===== config.mk =====
export PLATFORM = sky130hd
export DESIGN_NAME = tx_char_encoder_p
export DESIGN_NICKNAME = d
export VERILOG_FILES = /design/src/rtl/tx_char_encoder_p.sv
export SDC_FILE = /design/constraint.sdc
export NUM_CORES = 1
export LEC_CHECK = 0
export ABC_AREA = 0
export CAP_MARGIN = 20
export CELL_PAD_IN_SITES_DETAIL_PLACEMENT = 1
export CELL_PAD_IN_SITES_GLOBAL_PLACEMENT = 1
export CORE_ASPECT_RATIO = 0.5
export CORE_MARGIN = 2
export CORE_UTILIZATION = 44
export DETAILED_ROUTE_END_ITERATION = 7
export HOLD_SLACK_MARGIN = 0.03
export PLACE_DENSITY = 0.93
export SKIP_LAST_GASP = 1
export SYNTH_ARGS = -nofsm -noshare
export SYNTH_HDL_FRONTEND = slang
export SYNTH_SLANG_ARGS = --single-unit

===== constraint.sdc =====
create_clock -name posedge_clk -period 4.98 [get_ports posedge_clk]
set_input_delay 0.996 -clock posedge_clk [delete_from_list [all_inputs] [get_ports posedge_clk]]
set_output_delay 0.996 -clock posedge_clk [all_outputs]
set_load 0.01 [all_outputs]

===== src/rtl/tx_char_encoder_p.sv =====
// SpaceWire transmit character encoder: builds parity-correct bit sequences for
// each character, serializes them LSB-first and drives the Data/Strobe pair.
module tx_char_encoder_p (
   input  logic       posedge_clk,
   input  logic       rx_resetn,
   input  logic       tx_enable,
   input  logic       bit_en,
   input  logic       char_valid,
   input  logic [2:0] char_type,
   input  logic [7:0] char_data,
   output logic       char_ready,
   output logic       dout,
   output logic       sout,
   output logic       fct_sent
);

   localparam logic [2:0] CT_NULL     = 3'd0;
   localparam logic [2:0] CT_FCT      = 3'd1;
   localparam logic [2:0] CT_DATA     = 3'd2;
   localparam logic [2:0] CT_EOP      = 3'd3;
   localparam logic [2:0] CT_EEP      = 3'd4;
   localparam logic [2:0] CT_TIMECODE = 3'd5;

   logic [13:0] shift_reg;
   logic [3:0]  bit_cnt;
   logic        prev_xor;

   logic [2:0]  sel_type;
   logic [13:0] load_seq;
   logic [3:0]  load_len;
   logic        load_xor;
   logic        p_ctrl;
   logic        p_data;
   logic        load_slot;
   logic        next_bit;

   // Handshake: a character is transferred on a rising edge where char_valid and
   // char_ready are both high; char_ready only rises in the slot after a
   // character's final bit, and nothing is buffered.
   assign load_slot  = (bit_cnt == 4'd0);
   assign char_ready = tx_enable & bit_en & load_slot;

   // Odd parity: P = ~(flag ^ prev_xor), so a control flag gives prev_xor and a
   // data flag gives its complement. Inside ESC+X the ESC bits xor to zero.
   assign p_ctrl   = prev_xor;
   assign p_data   = ~prev_xor;
   assign sel_type = char_valid ? char_type : CT_NULL;

   // Sequences are stored with the first bit on the line at index 0.
   always_comb begin
      load_seq = 14'd0;
      load_len = 4'd8;
      load_xor = 1'b0;
      case (sel_type)
         CT_FCT: begin
            load_seq = {10'd0, 1'b0, 1'b0, 1'b1, p_ctrl};
            load_len = 4'd4;
            load_xor = 1'b0;
         end
         CT_DATA: begin
            load_seq = {4'd0, char_data, 1'b0, p_data};
            load_len = 4'd10;
            load_xor = ^char_data;
         end
         CT_EOP: begin
            load_seq = {10'd0, 1'b1, 1'b0, 1'b1, p_ctrl};
            load_len = 4'd4;
            load_xor = 1'b1;
         end
         CT_EEP: begin
            load_seq = {10'd0, 1'b0, 1'b1, 1'b1, p_ctrl};
            load_len = 4'd4;
            load_xor = 1'b1;
         end
         CT_TIMECODE: begin
            load_seq = {char_data, 1'b0, 1'b1, 3'b111, p_ctrl};
            load_len = 4'd14;
            load_xor = ^char_data;
         end
         default: begin
            load_seq = {6'd0, 1'b0, 1'b0, 1'b1, 1'b0, 3'b111, p_ctrl};
            load_len = 4'd8;
            load_xor = 1'b0;
         end
      endcase
   end

   assign next_bit = load_slot ? load_seq[0] : shift_reg[0];

   always_ff @(posedge posedge_clk or negedge rx_resetn) begin
      if (!rx_resetn) begin
         shift_reg <= 14'd0;
         bit_cnt   <= 4'd0;
         prev_xor  <= 1'b0;
         dout      <= 1'b0;
         sout      <= 1'b0;
         fct_sent  <= 1'b0;
      end else begin
         fct_sent <= 1'b0;
         if (!tx_enable) begin
            shift_reg <= 14'd0;
            bit_cnt   <= 4'd0;
            prev_xor  <= 1'b0;
            dout      <= 1'b0;
            sout      <= 1'b0;
         end else if (bit_en) begin
            dout <= next_bit;
            // Strobe toggles whenever data does not, so dout^sout flips every bit.
            sout <= sout ^ ~(next_bit ^ dout);
            if (load_slot) begin
               shift_reg <= load_seq >> 1;
               bit_cnt   <= load_len - 4'd1;
               prev_xor  <= load_xor;
               fct_sent  <= char_valid && (char_type == CT_FCT);
            end else begin
               shift_reg <= shift_reg >> 1;
               bit_cnt   <= bit_cnt - 4'd1;
            end
         end
      end
   end

endmodule


Word-level counts from Yosys, hierarchy flattened

Cells that the tools add are included.

Register bits: 22

$add $sub $neg: 2
Bitwise operators: 6
Reduce and logical (&&, ||, !) cells: 7
Equality and inequality tests: 8
Muxes and demuxes: 21

Operators with widths:

| kind                                                  | count |
|---|---|
| case mux 14 bit (5 select lines)                      | 1 |
| two-way mux 14 bit                                    | 2 |
| two-way mux 13 bit                                    | 1 |
| two-way mux 4 bit                                     | 3 |
| case mux 4 bit (3 select lines)                       | 1 |
| two-way mux 1 bit                                     | 11 |
| XOR reduction 8 bit                                   | 1 |
| subtractor 4 x 1 -> 4 bit, second input constant      | 2 |
| == test 3 x 1 -> 1 bit, second input constant         | 2 |
| == test 3 x 2 -> 1 bit, second input constant         | 2 |
| == test 3 bit, second input constant                  | 2 |
| logical NOT 4 bit                                     | 1 |
| inequality test 2 x 1 -> 1 bit, second input constant | 2 |
| OR reduction 2 bit                                    | 2 |
| two-way mux 3 bit                                     | 1 |
| OR reduction 3 bit                                    | 1 |
| AND 1 bit                                             | 2 |
| inverter 1 bit                                        | 2 |
| case mux 1 bit (2 select lines)                       | 1 |
| AND reduction 2 bit                                   | 1 |
| XOR 1 bit                                             | 2 |
| logical AND 1 bit                                     | 1 |

Logic depth before layout (Yosys ltp)

Depth after elaboration: 9
Mapped depth: 9

Worst setup path before layout

No wires, ideal clock.

Path type: input to register
Start: input port char_type[1]
End: register bit_cnt[2]
Arrival: 2.437 ns
Stages on the path: 9
Setup time: 0.083 ns
Setup slack: 2.461 ns
Cell sequence: clkbuf_1 -> nand2b_1 -> mux2i_1 -> and2_1 -> a21oi_1 -> ha_1 -> nand2b_1 -> mux2_2 -> o21ai_0

Word-level cells in the longest chain between the ends: 8

RTL lines:

| item                                  | RTL line | source |
|---|---|---|
| start: declaration                    | 9        | `input logic [2:0] char_type,` |
| two-way mux 3 bit (*)                 | 47       | `assign sel_type = char_valid ? char_type : CT_NULL;` |
| == test 3 bit (tied with other cells) | 54       | `case (sel_type)` |
| OR reduction 3 bit (no line)          | -        |  |
| case mux 4 bit (3 select lines) (*)   | 54       |  |
| subtractor 4 x 1 -> 4 bit (*)         | 112      | `bit_cnt <= load_len - 4'd1;` |
| two-way mux 4 bit (*)                 | 110      | `if (load_slot) begin` |
| two-way mux 4 bit (*)                 | 106      | `end else if (bit_en) begin` |
| two-way mux 4 bit (*)                 | 100      | `if (!tx_enable) begin` |
| end signal: assignment                | 112      |  |
| end signal: assignment                | 117      | `bit_cnt <= bit_cnt - 4'd1;` |
| end: declaration                      | 25       | `logic [3:0] bit_cnt;` |

Every way passes the cells marked *; elsewhere a longest branch is shown, timed or not. The select of a mux whose other input is x is not followed.
A chain may end at the register's enable or synchronous reset.

Final worst setup path

Start: input port tx_enable
End: output port char_ready

Word-level cells in the longest chain between the ends: 2

RTL lines:

| item                   | RTL line | source |
|---|---|---|
| start: declaration     | 6        | `input logic tx_enable,` |
| AND 1 bit (2 in a row) | 41       | `assign char_ready = tx_enable & bit_en & load_slot;` |
| end: declaration       | 11       | `output logic char_ready,` |

Every way passes these cells.

==> out/metrics.yaml <==
layout:
  register_area_um2: 526
  largest_register_ffs: 13
  area_delta_synth_final_pct: 18.4
  fillers: 358
  num-nets-final: 182
  multiInputGateArea_um2: 777
  final_layout_size_suffix_gt1_frac: 0.0671
  design_area_um2: 1620
  n_antenna_cell: 0
routing:
  num_vias: 1222
  viasPerCell: 5.99
  finalWirelength_um: 3730
  drcViolationCount: 0
  avgRoutedWirePerCell_um: 18.3
  antenna_left: 0
  drt_iter0_markers: 33
  first_pass_iters: 4
yosys:
  syn-cell-area_um2: 1370
  yosysMostFrequentCell: "dfrtp_1"
  synth_edf_count: 0
  yosysWarnings: 0
  synth_area_leaders: "dfrtp_1, xnor2_1, nand2b_1"
  yosysTopAreaCellShare: 0.384
  yosys.area_share.simple: 0.207
  ys_seq_elements: 21
  synthXorXnorAreaFrac: 0.0639
  yosysSeqAreaShare: 0.384
  avgSynthCellArea_um2: 9.01
  synth_flop_cell: "dfrtp_1"
  synth_top_family_by_area: "compound AO/OA/AOI/OAI gates"
  synthAdderAreaFrac: 0.00913
  synthCells: 152
  synth.distinct_cells: 39
  async_flop_share: 1.00
  syn_nets: 169
  synthMuxAreaShare: 0.0447
  synth_common_cells: "dfrtp_1, nand2_1, o21ai_0"
  synth_compound_area_frac: 0.242
  synth_top_area_cell: "dfrtp_1"
global_route:
  grt_first_pass_wirelength_um: 6220
  antenna_found_initial: 0
  overflow: 0
  track_usage: 0.225
  grt_max_degree: 36
  grt_pass1_vias: 1253
timing:
  period_minus_slack_ns: 3.75
  hold_viol_final: 0
  clock_skew_ns: 0.00853
  rsz0062_at_grt: "no"
  tns_ns: 0
  max-slew-margin-rel: 0.360
  finalSetupViolations: 0
  fin_ws_ns: 1.23
  tightest_slew_ns: 0.957
  final_max_slew_viol_count: 0
  max_freq_mhz: 267
  post-route-period-util: 0.752
  whs_ns: 0.532
worst_setup_path:
  required_ns: 3.98
  cp.arrival_ns: 2.75
  path_class: "primary input to primary output"
  worst-path-max-fanout: 24
  start_kind: "primary input"
  worst_setup_path_end_kind: "primary output"
clock_network:
  clk_pin_slew_ns: 0.07
  insertion_delay_ns: 0.27
  numCtsBuffers: 3
  clk_path_buf_depth: 2
  post-cts-setup-buffers: 0
  cts_tree: "yes"
  clock-sinks: 21
  ctsHoldBuffers: 0
  h-tree-depth: 1
  cts_root_buf: "clkbuf_8"
  cts_resized: 0
placed_design:
  gp_congestion: 0.788
  dpl.hpwl_um: 2630
  dpl-instance-area_um2: 1580
  portBuffers: 19
  place_ws_ns: 1.23
outcome:
  status: "finished, final reports clean"
floorplanning:
  die_area_um2: 3600
  die_y_um: 43.5
  io_pins: 20
  initial_core_util: 0.460
  die-width_um: 82.9
  coreArea_um2: 2980
  rows: 14
pwr:
  power_frac_clock: 0.261
  swShare: 0.319
  switchingPower_uw: 140
  p_per_area_nw_per_um2: 271
  finalPower_uw: 439
  p_leak_uw: 0.000680
  ir_drop_uv: 98.2
  intPower_uw: 299
  p_comb_frac: 0.296
  seqPwrFrac: 0.443
flow_run:
  maxCapViolCount: 0
worst_hold_path:
  hold_path.class: "flip-flop to flip-flop"
==> worst max-delay path: stages <==
cell and delay [ns]:
clkdlybuf4s50_1 0.93, and3_1 0.29, clkdlybuf4s50_1 0.54
==> power by group through the flow <==
stage                     Clock, µW  Combinational (µW)  Sequential [µW]
final                           115                 130              194
after global routing            122                 142              196
after CTS                       115                 130              194
after detailed placement          0                 128              197
after global placement            0                 120              196
after floorplan                   0                83.1              195
==> cells in the final DEF, fill, tap and decap left out, types with 2 or more instances in the layout <==
| cell type | count |
|---|---|
| nand2_1 | 13 |
| a21oi_1 | 9 |
| dfrtp_1 | 21 |
| clkdlybuf4s50_1 | 19 |
| buf_4 | 3 |
| xnor2_1 | 8 |
| xor2_1 | 2 |
| nand4_1 | 2 |
| o211ai_1 | 3 |
| a2bb2oi_1 | 4 |
| mux2i_1 | 5 |
| a211o_1 | 2 |
| nor3_1 | 2 |
| nand3_1 | 9 |
| a22oi_1 | 4 |
| clkbuf_8 | 3 |
| a21boi_0 | 5 |
| nor2b_1 | 3 |
| inv_1 | 3 |
| nand2b_1 | 9 |
| nor2_1 | 3 |
| and2_1 | 2 |
| o21ai_0 | 10 |
| o211a_1 | 4 |
==> logic make-up after synthesis <==
logic type | Yosys count
buffers and inverters | 17
adder cells (fa/ha/maj) | 1
flip-flops | 21
AO/OA/AOI/OAI | 47
multiplexers | 6
AND/OR/NAND/NOR | 50
XOR/XNOR | 10
==> metrics by stage <==
| step | instances | util |
|---|---|---|
| global route | 204 | 0.545 |
| detailed placement | 200 | 0.529 |
| finish | 204 | 0.545 |
| CTS | 204 | 0.545 |
| global placement | 200 | 0.529 |
| floorplan | 152 | - |
==> final timing paths <==
kind	from	end	slack [ns]	depth (start not counted)
worst max-delay path	tx_enable	char_ready	1.23	3
worst min-delay path	shift_reg[11]	shift_reg[11]	0.53	1
worst max register to register	bit_cnt[1]	shift_reg[1]	2.83	4
worst min register to register	shift_reg[11]	shift_reg[11]	0.53	1
max in group asynchronous	rx_resetn	shift_reg[8]	3.14	1
min in group asynchronous	rx_resetn	dout	1.25	1
==> per-layer routing <==
metal | GRT usage | routed length, µm | share of wire | up-vias
li1 | - | - | - | 572
met1 | 0.256 | 1580 | 0.42 | 620
met2 | 0.427 | 1970 | 0.53 | 21
met3 | 0.0476 | 100 | 0.027 | 9
met4 | 0.0885 | 71 | 0.019 | 0
met5 | 0 | 0 | 0 | -
==> area by class of cell <==
type | instances | share of cell area
inverters | 3 | 0.00694
clock buffers | 4 | 0.0278
multi-input cells | 114 | 0.479
repair buffers | 22 | 0.131
flip-flops and latches | 21 | 0.324
well taps | 40 | 0.0309
No activity file was read; power rests on OpenSTA's default activity.
